**src/rtl/keypad_scanner.sv**
```systemverilog
// keypad_scanner: 4x4 matrix keypad scanner with debounce and ghost-key rejection.
//
// Drives one column at a time and samples the synchronized row lines at the end of each
// column's dwell. A single active row latches the key and starts a debounce count. A key
// is accepted only after DEBOUNCE_CNT consecutive stable cycles. It is released only after
// DEBOUNCE_CNT consecutive all-zero cycles.
//
// Parameters:
//   SCAN_DIV     : clk cycles each column is driven while scanning (>= 4)
//   DEBOUNCE_CNT : consecutive stable cycles to accept a press or a release (>= 2)
// Ports:
//   clk       : system clock, rising edge
//   reset_n   : asynchronous active-low reset
//   rows      : keypad row lines, active high, asynchronous to clk
//   columns   : one-hot column drive, bit0 = column of keys 1/4/7/*
//   keycode   : code of the last accepted key
//   key_valid : one-cycle pulse when a new press is accepted
//   key_held  : high from press acceptance until release acceptance
module keypad_scanner #(
  parameter int unsigned SCAN_DIV     = 1000,
  parameter int unsigned DEBOUNCE_CNT = 20000
) (
  input  logic       clk,
  input  logic       reset_n,
  input  logic [3:0] rows,
  output logic [3:0] columns,
  output logic [3:0] keycode,
  output logic       key_valid,
  output logic       key_held
);

  localparam int unsigned DwellW = $clog2(SCAN_DIV);
  localparam int unsigned DebW   = $clog2(DEBOUNCE_CNT);

  typedef enum logic [1:0] {StScan, StDebounce, StPressed, StRelease} state_e;

  state_e            state_q;
  logic [3:0]        sync_q;
  logic [3:0]        rs_q;
  logic [3:0]        row_q;
  logic [DwellW-1:0] dwell_q;
  logic [DebW-1:0]   deb_q;

  logic       rs_onehot;
  logic       dwell_last;
  logic       deb_last;
  logic [3:0] col_next;

  // Bit position of a one-hot nibble (0 for anything else).
  function automatic logic [1:0] onehot_idx(input logic [3:0] v);
    logic [1:0] idx;
    case (v)
      4'b0010: idx = 2'd1;
      4'b0100: idx = 2'd2;
      4'b1000: idx = 2'd3;
      default: idx = 2'd0;
    endcase
    return idx;
  endfunction

  // Key legend lookup: column index in the high pair, row index in the low pair.
  function automatic logic [3:0] key_lookup(input logic [3:0] col, input logic [3:0] row);
    logic [3:0] code;
    case ({onehot_idx(col), onehot_idx(row)})
      4'h0: code = 4'h1;
      4'h1: code = 4'h4;
      4'h2: code = 4'h7;
      4'h3: code = 4'hE;
      4'h4: code = 4'h2;
      4'h5: code = 4'h5;
      4'h6: code = 4'h8;
      4'h7: code = 4'h0;
      4'h8: code = 4'h3;
      4'h9: code = 4'h6;
      4'hA: code = 4'h9;
      4'hB: code = 4'hF;
      4'hC: code = 4'hA;
      4'hD: code = 4'hB;
      4'hE: code = 4'hC;
      default: code = 4'hD;
    endcase
    return code;
  endfunction

  // Zero or several active rows mean no key or a possible ghost; only one row is accepted.
  assign rs_onehot  = (rs_q != 4'b0000) && ((rs_q & (rs_q - 4'd1)) == 4'b0000);
  assign dwell_last = (dwell_q == DwellW'(SCAN_DIV - 1));
  assign deb_last   = (deb_q == DebW'(DEBOUNCE_CNT - 1));
  assign col_next   = {columns[2:0], columns[3]};

  // Two-flop synchronizer for the asynchronous row lines.
  always_ff @(posedge clk or negedge reset_n) begin
    if (!reset_n) begin
      sync_q <= 4'b0000;
      rs_q   <= 4'b0000;
    end else begin
      sync_q <= rows;
      rs_q   <= sync_q;
    end
  end

  always_ff @(posedge clk or negedge reset_n) begin
    if (!reset_n) begin
      state_q   <= StScan;
      columns   <= 4'b0001;
      dwell_q   <= '0;
      deb_q     <= '0;
      row_q     <= 4'b0000;
      keycode   <= 4'h0;
      key_valid <= 1'b0;
      key_held  <= 1'b0;
    end else begin
      key_valid <= 1'b0;
      case (state_q)
        StScan: begin
          if (dwell_last) begin
            // Dwell restarts at zero; it stays zero while scanning is suspended.
            dwell_q <= '0;
            if (rs_onehot) begin
              row_q   <= rs_q;
              deb_q   <= '0;
              state_q <= StDebounce;
            end else begin
              columns <= col_next;
            end
          end else begin
            dwell_q <= dwell_q + DwellW'(1);
          end
        end
        StDebounce: begin
          if (rs_q == row_q) begin
            if (deb_last) begin
              state_q   <= StPressed;
              keycode   <= key_lookup(columns, row_q);
              key_held  <= 1'b1;
              key_valid <= 1'b1;
            end else begin
              deb_q <= deb_q + DebW'(1);
            end
          end else begin
            state_q <= StScan;
            columns <= col_next;
          end
        end
        StPressed: begin
          if (rs_q != row_q) begin
            deb_q   <= '0;
            state_q <= StRelease;
          end
        end
        StRelease: begin
          // A bounce back to the latched row only restarts the count; no re-press.
          if (rs_q == 4'b0000) begin
            if (deb_last) begin
              key_held <= 1'b0;
              state_q  <= StScan;
              columns  <= col_next;
            end else begin
              deb_q <= deb_q + DebW'(1);
            end
          end else begin
            deb_q <= '0;
          end
        end
        default: state_q <= StScan;
      endcase
    end
  end

endmodule

```
**config.mk**
```make
export PLATFORM = sky130hd
export DESIGN_NAME = keypad_scanner
export DESIGN_NICKNAME = d
export VERILOG_FILES = /design/src/rtl/keypad_scanner.sv
export SDC_FILE = /design/constraint.sdc
export NUM_CORES = 1
export LEC_CHECK = 0
export CAP_MARGIN = 15
export CORE_UTILIZATION = 37
export CTS_CLUSTER_DIAMETER = 60
export DETAILED_ROUTE_END_ITERATION = 8
export PLACE_DENSITY_LB_ADDON = 0.15
export SYNTH_ARGS = -nofsm -noshare
export SYNTH_HDL_FRONTEND = slang
export SYNTH_SLANG_ARGS = --single-unit
export TNS_END_PERCENT = 30
```
**constraint.sdc**
```tcl
create_clock -name clk -period 2.8 [get_ports clk]
set_clock_uncertainty 0.2 [all_clocks]
set_input_delay 0.42 -clock clk [delete_from_list [all_inputs] [get_ports clk]]
set_output_delay 0.42 -clock clk [all_outputs]
set_load 0.02 [all_outputs]
```
==> results.md <==
- Once layout is complete, the cells apart from fillers number 386.
- In this run the register-to-register setup slack is 0.38 ns.
- The ratio of cells with drive above 1 in the final layout is 0.157.
- The final critical-path share of the clock period is 0.863.
- The worst register-to-register path has a depth of 6.
- The die boundary width is 88.3 um.
- The initial utilization of the core area, before any placement, comes to 0.382.
- The post-synthesis average cell area is 10.2 um^2.
- The via count of the first global-routing pass is 2088.
- The count of standard-cell rows is 31.
- The worst register-to-register path begins at deb_q[0]$_DFFE_PN0P_.
- The post-cts resize count is 0.
- The length of the first detailed-routing pass in iterations is 4.
- Once layout is complete, the utilization of the core stands at 0.431.
- Setup total negative slack on the finished layout was measured at 0 ns.
- The number of failing hold endpoints at the final stage is 0.
- The core footprint is 7210 um^2.
- For this block, the via count after detailed routing is ~2100.
- The final net count is 294.
- Summing internal, switching and leakage power gives 1.19 mW.
- The worst setup path is of the reg2reg kind.
- The number of clock sinks seen by CTS is 49.
- The worst setup path is captured at a flop.
- The cell accounting for the most synthesized area is dfrtp_1.
- The tightest min-delay check is of the reg2reg type.
- The relative slew slack is 0.572.
- Synthesis handed over a netlist of 270 instances.
- The startpoint identified for the worst hold timing path is sync_q[2]$_DFF_PN0_.
- After clock tree synthesis, the clock-pin slew on the worst setup and hold paths is 0.10 ns.
- The fraction of synthesized cell area taken by the top area cell type is 0.436.
- In this run the tool buffered the top-level ports with 15 buffer cells.
- In this run, synthesis produced a sequential element count of 49.
- In this run the post-CTS setup repair buffer count came out at 0.
- In the post-synthesis netlist, the biggest area contributors are dfrtp_1, mux2_2, xnor2_1, nand2_1, o21ai_0.
- For this run, asynchronously set or reset flops after synthesis account for 1.00.
- In the routed layout, each cell is associated on average with a via count of roughly 5.4.
- The leakage power is 1.25 nW.
- Yosys printed 0 warnings.
- The clock root buffer master is clkbuf_8.
- The number of antenna violations at the first check in global routing came to 0.
- Once detail routing completed, the nets flagged for antenna violations numbered 0.
- The maximum resistive drop on vdd is 0.000185 V.
- The worst hold path stage count is 0.
- The total wire length is approximately 5.7 mm.
- The violation count after the first detailed-route iteration is 89.
- The number of hold buffers added after CTS was 1.
- The run finished with clean final reports.
- The ratio of total power to cell area is 383 nW/um^2.
- Max-cap violations in this run came to 0.
- Static timing analysis puts the maximum clock frequency at between 400 and 500 MHz.
- The data arrival time of the critical path is 2.41 ns.
- The first global-routing pass estimated 9.96 mm of wire.
- The number of max-slew violations in the final report is 0.
- For the pin with the worst max-slew slack, the measured transition is 0.628 ns.
- Counting tap cells, the placed design contains a total of 377 instances.
- The data required time of the critical path is around 2.8 ns.
- Setup repair after global routing left no endpoint under its margin.
- In this run, synthesis inferred 0 flip-flops with an integrated enable.
- The layout has 703 filler cells.
- The routability-driven placement congestion ratio is about 0.79.
- The largest driver fanout on the critical path is 6.
- Setup violations remaining at the end of the flow were counted as 0.
- The count of H-tree levels built during CTS is 2.
- The largest net degree at the start of global routing is 50.
- The HPWL after detailed placement is between 4 and 5 mm.
- In this run the vertical extent of the chip is 88.3 um.
- Counting distinct cell types in the post-synthesis netlist gives 62.
- The overall global routing resource usage is 0.165.
- For this run, the leading register cell type out of synthesis is dfrtp_1.
- STA classifies the critical path startpoint as a flop.
- The number of buffers created by CTS is 5.
- For hold timing, the worst endpoint is rs_q[2]$_DFF_PN0_.
- The top-level I/O count is 16.
- The maximum count of clock buffers along a single path is 2.
- Summing every instance area after synthesis gives 2750 um^2.
- The critical register-to-register path endpoint is columns[2]$_DFFE_PN0P_.
- Of the synthesized area, sequential elements account for 0.446.
- The area growth from synthesis to layout is 13.0%.
- The number of inserted diodes is 0.
- The net count of the mapped netlist is ~280.
- The later pin in the worst-skew pair is clocked with a latency of between 0.3 and 0.4 ns.
- Dividing the detail-routed wire length by the instance count gives 14.8 um.
- The die covers ~8000 um^2.
- The final critical delay including setup and external delays is 2.42 ns.
- For this run the aggregate overflow at the end of global routing stands at 0.
- The CTS tree is done.
- In the routed design, unresolved DRC markers number 0.
==> cells in the mapped netlist (3+ instances only) <==
| library cell | number |
|---|---|
| a21boi_0 | 4 |
| a21oi_1 | 15 |
| a22o_1 | 5 |
| buf_2 | 8 |
| clkbuf_1 | 4 |
| dfrtp_1 | 48 |
| inv_1 | 4 |
| mux2_2 | 10 |
| mux2i_1 | 3 |
| nand2_1 | 22 |
| nand3_1 | 9 |
| nand4_1 | 6 |
| nor2_1 | 18 |
| nor3_1 | 8 |
| o21ai_0 | 16 |
| o31ai_1 | 7 |
| o41ai_1 | 3 |
| or3_1 | 6 |
| or4_1 | 5 |
| or4b_2 | 3 |
| xnor2_1 | 10 |
==> layout make-up <==
cell class | count | area [um^2] | area share
repair buffers | 25 | 235 | 0.0756
clock buffers | 5 | 68.8 | 0.0221
clock inverters | 3 | 22.5 | 0.00724
well taps | 99 | 124 | 0.0398
flip-flops and latches | 49 | 1230 | 0.395
multi-input cells | 200 | 1410 | 0.455
inverters | 5 | 18.8 | 0.00603
==> sequential cells by signal, summed over array words and instances, names as in the netlist, named ones only <==
name and cells:
columns 4, key_held 1, key_valid 1, deb_q 15, state_q 1, keycode 4
rs_q 4, dwell_q 10, sync_q 4, row_q 4
==> routing by layer <==
metal  track usage  vias to the layer above  part of all wire  wire (um)
li1              -                     1039                 -          -
met1         0.225                     1013              0.49       2790
met2         0.271                       22              0.48       2750
met3        0.0280                        5             0.023        130
met4        0.0440                        0            0.0098         56
met5             0                        -                 0          0
==> report_power, final <==
part / internal, mW / switching [mW]
sequential: 0.713 / 0.00452
combinational: 0.0207 / 0.0284
clock: 0.176 / 0.250
==> through the flow <==
step,instance area [um^2],setup WS (ns),hold WS (ns)
6_report,3110,0.383,0.141
5_1_grt,3110,0.249,0.163
4_1_cts,3110,0.384,0.150
3_5_place_dp,3010,0.408,0.135
3_3_place_gp,3010,0.402,0.132
2_1_floorplan,2750,0.636,-0.0756
==> worst max-delay path by stage <==
stage	endpoint	slack, ns	from	depth (start not counted)
2_1_floorplan	columns[1]$_DFFE_PN0P_	0.64	dwell_q[0]$_DFFE_PN0P_	6
3_5_place_dp	columns[2]$_DFFE_PN0P_	0.41	deb_q[0]$_DFFE_PN0P_	6
5_1_grt	columns[2]$_DFFE_PN0P_	0.25	deb_q[0]$_DFFE_PN0P_	6
6_report	columns[2]$_DFFE_PN0P_	0.38	deb_q[0]$_DFFE_PN0P_	6
3_3_place_gp	columns[2]$_DFFE_PN0P_	0.40	deb_q[0]$_DFFE_PN0P_	6
4_1_cts	columns[2]$_DFFE_PN0P_	0.38	deb_q[0]$_DFFE_PN0P_	6
==> worst max-delay path: stages, from the launching register on <==
cell	delay, ns
dfrtp_1	0.39
ha_1	0.23
and4_1	0.32
and4b_1	0.35
o211ai_1	0.12
a211oi_2	0.33
mux2_2	0.38
==> layout by cell type (no fill, tap or decap), types with 9 or more instances in the layout <==
| cell | netlist | routed |
|---|---|---|
| dfrtp_1 | 48 | 48 |
| nand2_1 | 22 | 22 |
| nor2_1 | 18 | 18 |
| o21ai_0 | 16 | 16 |
| a21oi_1 | 15 | 15 |
| clkdlybuf4s50_1 | 0 | 14 |
| xnor2_1 | 10 | 10 |
| mux2_2 | 10 | 10 |
| nand3_1 | 9 | 9 |
==> cell families after synthesis <==
| group | after synthesis | synth area share |
|---|---|---|
| buf+inv | 21 | 0.0404 |
| simple gates | 100 | 0.222 |
| fa+ha+maj | 2 | 0.00909 |
| xor+xnor | 12 | 0.0382 |
| flops | 49 | 0.446 |
| compound gates | 72 | 0.184 |
| mux | 14 | 0.0600 |
(Power assumes the default switching activity.)
